$ cat config.mk
export PLATFORM = sky130hd
export DESIGN_NAME = int_ctrl
export DESIGN_NICKNAME = d
export VERILOG_FILES = /design/src/rtl/int_ctrl.sv
export SDC_FILE = /design/constraint.sdc
export NUM_CORES = 1
export LEC_CHECK = 0
export CAP_MARGIN = 10
export CORE_AREA = 2 2 52 54
export CTS_BUF_LIST = sky130_fd_sc_hd__clkbuf_16
export CTS_CLUSTER_SIZE = 16
export DETAILED_ROUTE_END_ITERATION = 12
export DIE_AREA = 0 0 54 56
export GPL_ROUTABILITY_DRIVEN = 0
export PLACE_DENSITY = 0.81
export REMOVE_ABC_BUFFERS = 1
export SLEW_MARGIN = 40
export SYNTH_ARGS = -nofsm -noshare
export SYNTH_HDL_FRONTEND = slang
export SYNTH_SLANG_ARGS = --single-unit
$ cat constraint.sdc
create_clock -name clk -period 2.75 [get_ports clk]
set_clock_uncertainty 0.2 [all_clocks]
set_input_delay 0.55 -clock clk [delete_from_list [all_inputs] [get_ports clk]]
set_output_delay 0.55 -clock clk [all_outputs]
set_load 0.01 [all_outputs]
$ cat src/rtl/int_ctrl.sv
// Interrupt controller: rising-edge capture into sticky pending bits, masked
// fixed-priority selection, one-cycle dispatch pulse and a service lock until reti.
module int_ctrl #(
  parameter int              PC_W     = 10,
  parameter int              NSRC     = 3,
  parameter logic [NSRC-1:0] MASK_RST = 3'b000
) (
  input  logic            clk,
  input  logic            reset,
  input  logic [NSRC-1:0] src,
  input  logic [PC_W-1:0] vec0,
  input  logic [PC_W-1:0] vec1,
  input  logic [PC_W-1:0] vec2,
  input  logic            mask_we,
  input  logic [NSRC-1:0] mask_wd,
  input  logic            reti,
  output logic            take_int,
  output logic [PC_W-1:0] vector,
  output logic            push_ret,
  output logic            in_service,
  output logic [1:0]      int_id,
  output logic [NSRC-1:0] pending,
  output logic [NSRC-1:0] mask
);

  typedef enum logic [1:0] {
    IDLE     = 2'd0,
    DISPATCH = 2'd1,
    SERVICE  = 2'd2
  } state_t;

  state_t          state_reg, state_next;
  logic [NSRC-1:0] src_q_reg;
  logic [NSRC-1:0] pending_reg, pending_next;
  logic [NSRC-1:0] mask_reg, mask_next;
  logic [1:0]      int_id_reg, int_id_next;

  logic [NSRC-1:0] rise;
  logic [NSRC-1:0] eligible;
  logic [NSRC-1:0] clr;
  logic [1:0]      winner;
  logic            dispatch_go;

  assign eligible    = pending_reg & mask_reg;
  assign dispatch_go = (state_reg == IDLE) && (|eligible);

  // Lowest set index wins; scan from the top so the last hit is the lowest.
  always_comb begin
    winner = 2'd0;
    for (int i = NSRC - 1; i >= 0; i--) begin
      if (eligible[i]) winner = 2'(i);
    end
  end

  // A rise on the same edge as the dispatch clear re-arms the bit (set wins).
  generate
    for (genvar gi = 0; gi < NSRC; gi++) begin : g_src
      assign rise[gi]         = src[gi] & ~src_q_reg[gi];
      assign clr[gi]          = dispatch_go && (winner == 2'(gi));
      assign pending_next[gi] = (pending_reg[gi] & ~clr[gi]) | rise[gi];
    end
  endgenerate

  assign mask_next   = mask_we ? mask_wd : mask_reg;
  assign int_id_next = dispatch_go ? winner : int_id_reg;

  // State register and datapath registers
  always_ff @(posedge clk or posedge reset) begin
    if (reset) begin
      state_reg   <= IDLE;
      src_q_reg   <= '0;
      pending_reg <= '0;
      mask_reg    <= MASK_RST;
      int_id_reg  <= 2'd0;
    end else begin
      state_reg   <= state_next;
      src_q_reg   <= src;
      pending_reg <= pending_next;
      mask_reg    <= mask_next;
      int_id_reg  <= int_id_next;
    end
  end

  // Next-state logic; reti only matters while a handler is running.
  always_comb begin
    state_next = state_reg;
    case (state_reg)
      IDLE:     if (dispatch_go) state_next = DISPATCH;
      DISPATCH: state_next = SERVICE;
      SERVICE:  if (reti) state_next = IDLE;
      default:  state_next = IDLE;
    endcase
  end

  // Outputs are pure functions of state, so reset clears them immediately.
  always_comb begin
    take_int   = 1'b0;
    push_ret   = 1'b0;
    in_service = 1'b0;
    vector     = '0;
    case (state_reg)
      DISPATCH: begin
        take_int   = 1'b1;
        push_ret   = 1'b1;
        in_service = 1'b1;
        case (int_id_reg)
          2'd0:    vector = vec0;
          2'd1:    vector = vec1;
          default: vector = vec2;
        endcase
      end
      SERVICE:  in_service = 1'b1;
      default: ;
    endcase
  end

  assign int_id  = int_id_reg;
  assign pending = pending_reg;
  assign mask    = mask_reg;

endmodule
# --- Yosys cells after proc, flatten, opt, wreduce, memory -nomap -nowiden ---
# Cells that the tools add are included.
word_totals:
  reg_bits: 13
  input_bits: 40
  out_inout_bits: 21
  elab_cells: 48
op_classes:
  n_eq_ne: 7
  mux: 10
  bitwise: 16
  n_reduce_logical: 10
ops:
  columns: ["operator", "n"]
  rows:
  - ["case mux 10 bit (2 select lines)", 1]
  - ["2-to-1 mux 10 bit", 1]
  - ["2-to-1 mux 2 bit", 5]
  - ["AND 1 bit", 6]
  - ["equality test 2 x 1 -> 1 bit (second input constant)", 3]
  - ["zero test 2 bit", 3]
  - ["NOT 1 bit", 6]
  - ["case mux 2 bit (3 select lines)", 1]
  - ["equality test 2 bit (second input constant)", 2]
  - ["logical AND 1 bit", 4]
  - ["!= test 2 bit (second input constant)", 2]
  - ["AND 3 bit", 1]
  - ["bitwise OR 1 bit", 3]
  - ["OR reduction 3 bit", 1]
  - ["2-to-1 mux 1 bit", 2]
  - ["AND reduction 2 bit", 1]
  - ["OR reduction 2 bit", 1]

# --- Longest topological paths before layout ---
logic_depth:
  depth_word: 9
  ltp_mapped: 6
  ltp_nobuf: 5

# --- Worst setup path after synthesis ---
# Ideal clock, no wire load.
synth_path:
  kind: "register to output"
  from: "register state_reg[1]"
  to: "output vector[0]"
  t_arrival_ps: 1090
  required_ps: 2000
  setup_slack_ps: 910
  path_stages_with_launch: 5
  n_path_buf: 1
  cell_sequence: "dfrtp_1 > inv_1 > ha_1 > clkbuf_1 > and2_1"
synth_via:
  elab_chain_cells: 2
synth_rtl:
  columns: ["item", "line", "rtl"]
  rows:
  - ["start, declared", "32", "state_t state_reg, state_next;"]
  - ["start signal, assigned", "76", "state_reg <= state_next;"]
  - ["equality test 2 x 1 -> 1 bit", "101", "case (state_reg)"]
  - ["2-to-1 mux 10 bit", "101", null]
  - ["end, declared", "18", "output logic [PC_W-1:0] vector,"]
# No other way between the ends.

# --- Worst setup path in the final report ---
layout_path:
  from: "input vec1[7]"
  to: "output vector[7]"
layout_via:
  elab_chain_cells: 2
layout_rtl:
  columns: ["item", "line", "rtl"]
  rows:
  - ["start, declared", "12", "input logic [PC_W-1:0] vec1,"]
  - ["case mux 10 bit (2 select lines)", "106", "case (int_id_reg)"]
  - ["2-to-1 mux 10 bit", "101", null]
# No other way between the ends.

==> impl_results.md <==
- Fmax: 0.376 GHz
- Critical path type: in -> out
- IO buf count: 60
- Most Crowded Layer GR: met2
- Met3 Use GR: 5.65%
- CTS tree: done
- Outcome: complete, no violations
- Residual DRC: 0
- Most frequent cells in the layout: clkdlybuf4s50_1 (60), nand2_1 (14), o21ai_0 (13)
- FF-to-FF setup slack: 1080 ps
- Fraction of the cycle the final worst path needs: 96.8%
- R2R cell count: 4
- Initial antenna violation count: 0
- Mapped Cells: 93
- Slew headroom: 67.7%
- Hpwl dp: 1870 um
- Peak VDD IR: 0.609 mV
- Starting density of the core: 35.2%
- Worst reg2reg startpoint: state_reg[0]
- Avg Vias per Cell: 4.79
- Slew @ Worst Pin: 484 ps
- Hold endpoint: pending[1]
- GRT overflow: 0
- CP endpoint kind: primary output
- Layout cells sized above 1: 6.62%
- Worst hold path type: reg -> reg
- Leading area contributor after synthesis: dfrtp_1
- Synth area leaders: dfrtp_1 (38%), mux2i_1 (12%), and2_1 (8.0%), o21ai_0 (7.6%), nand2_1 (6.1%)
- Final antenna-violating net count: 0
- 1st-iter DRT viols: 1
- Final Hold Viols: 0
- Setup TNS: 0 ps
- Post-CTS setup buffers: 0
- Synth cell types: 21
- Number of synthesized register bits: 13
- Worst skew pair latency: 240 ps
- Routed length per instance: 13.4 um
- Area delta synth->final: 79.7%
- Worst-path maximum fanout: 1
- Vias: 867
- Power density over the cells: 877 nW/um^2
- Die height: 56 um
- Number of global-route vias before repair: 850
- CP arrival: 1910 ps
- Min cycle time layout: 2660 ps
- Max Cap Viol: 0
- Leakage Power: 0.666 nW
- Yosys warnings: 0
- Core area: 2430 um^2
- Worst min-delay path startpoint: src_q_reg[1]
- Io pins: 61
- DP Area: 1460 um^2
- FILL cells: 207
- Clk sinks: 13
- Worst hold margin: 219 ps
- Slew Limit Fails: 0
- GRT Total Usage: 16.0%
- Mapped Area: 857 um^2
- Inserted Clock Buffers: 3
- Final Setup Violations: 0
- First-pass iteration count of the detailed router: 3
- First-pass GRT wire length: 3600 um
- Die area: 3020 um^2
- WL final: 2420 um
- CP startpoint kind: input pin
- RSZ-0062 raised after global routing: no
- Met1 usage in global routing: 15.2%
- Worst hold path cell count: 1
- Avg Cell Area, Syn: 9.22 um^2
- Die width: 54 um
- Top cell type's share of synthesized area: 38.0%
- Final design area excluding fillers: 1540 um^2
- Nets: 196
- Reg2Reg Capture Point: state_reg[0]
- # rows: 18
- Seq/Total Area, Yosys: 38.0%
- Antenna diode count: 0
- Reg clk slew, reported paths: 40 ps
- Max Buffers Root-to-Sink: 2
- Root Buffer: clkbuf_16
- Crit path required time: 2000 ps
- Largest net degree at the start of global routing: 23
- GR Util met2: 29.4%
- Commonest non-fill, non-tap cell in the layout: clkdlybuf4s50_1
- H-tree lvl count: 1
cells in the mapped netlist:
cell      instances
mux2_2            3
a31oi_1           1
buf_2             2
nand3_1           1
a22oi_2           1
a22o_1            1
nand2_1          14
buf_6             1
buf_4             1
ha_1              4
and2_1           11
inv_1             9
dfrtp_1          13
mux2i_1          10
o22ai_1           1
a21oi_1           1
o21ai_0          13
a32oi_1           1
clkbuf_1          2
mux2_1            2
a32oi_2           1
metal layers:
| metal | vias to the layer above | part of all wire, % |
|---|---|---|
| met5 | - | 0 |
| met4 | 0 | 2.6 |
| met3 | 7 | 13 |
| met2 | 47 | 48 |
| met1 | 382 | 37 |
| li1 | 431 | - |
report_power, final:
group / switching [mW] / leakage, nW / internal [mW]
Combinational: 0.283 / 0.476 / 0.429
Sequential: 0.120 / 0.148 / 0.251
Clock: 0.0762 / 0.0423 / 0.191
Total: 0.479 / 0.666 / 0.872
repair_timing:
item / CTS / global route
hold buffers: 0 / 0
gates cloned: 0 / 0
resized for setup: 1 / 1
pin swaps: 0 / 0
setup endpoints to repair: 5 / 1
logic make-up (layout without fill, tap and decap cells):
group	Yosys count	in the layout	share of synthesized area [%]
mux	15	15	18.2
fa+ha+maj	4	4	5.84
buf+inv	15	73	8.18
simple gates	26	26	14.7
compound gates	20	20	15.0
flops	13	13	38.0
area by class of cell:
type / instances / area [um^2] / share of cell area (%)
clock buffer: 3 / 75.1 / 4.87
clock inverter: 1 / 3.75 / 0.244
inverter: 9 / 33.8 / 2.19
multi-input combinational: 65 / 462 / 30.0
sequential: 13 / 328 / 21.3
tap: 30 / 37.5 / 2.44
timing repair buffer: 60 / 601 / 39.0
worst max path at each step:
stage	from	end	slack [ps]	cells after the start
floorplan	int_id[0]	vector[0]	840	3
global placement	vec1[7]	vector[7]	100	5
detailed placement	vec1[7]	vector[7]	60	5
CTS	vec1[7]	vector[7]	70	5
global route	vec1[9]	vector[9]	0.2	5
finish	vec1[7]	vector[7]	90	5
stage by stage:
stage | cells | util (%) | setup slack [ps] | power (mW)
after floorplan | 87 | - | 839 | 0.704
after detailed placement | 177 | 60.0 | 58.7 | 1.09
final | 181 | 63.3 | 87.5 | 1.35
after global placement | 177 | 60.0 | 103 | 1.06
after CTS | 181 | 63.3 | 69.6 | 1.36
after global routing | 181 | 63.3 | 0.194 | 1.45
critical path, cell delays in order:
cell and delay (ps):
clkdlybuf4s50_1 460, mux2i_1 60, o21ai_0 170, and2_1 140
clkdlybuf4s50_1 530
Power figures use the tool's default switching activity.
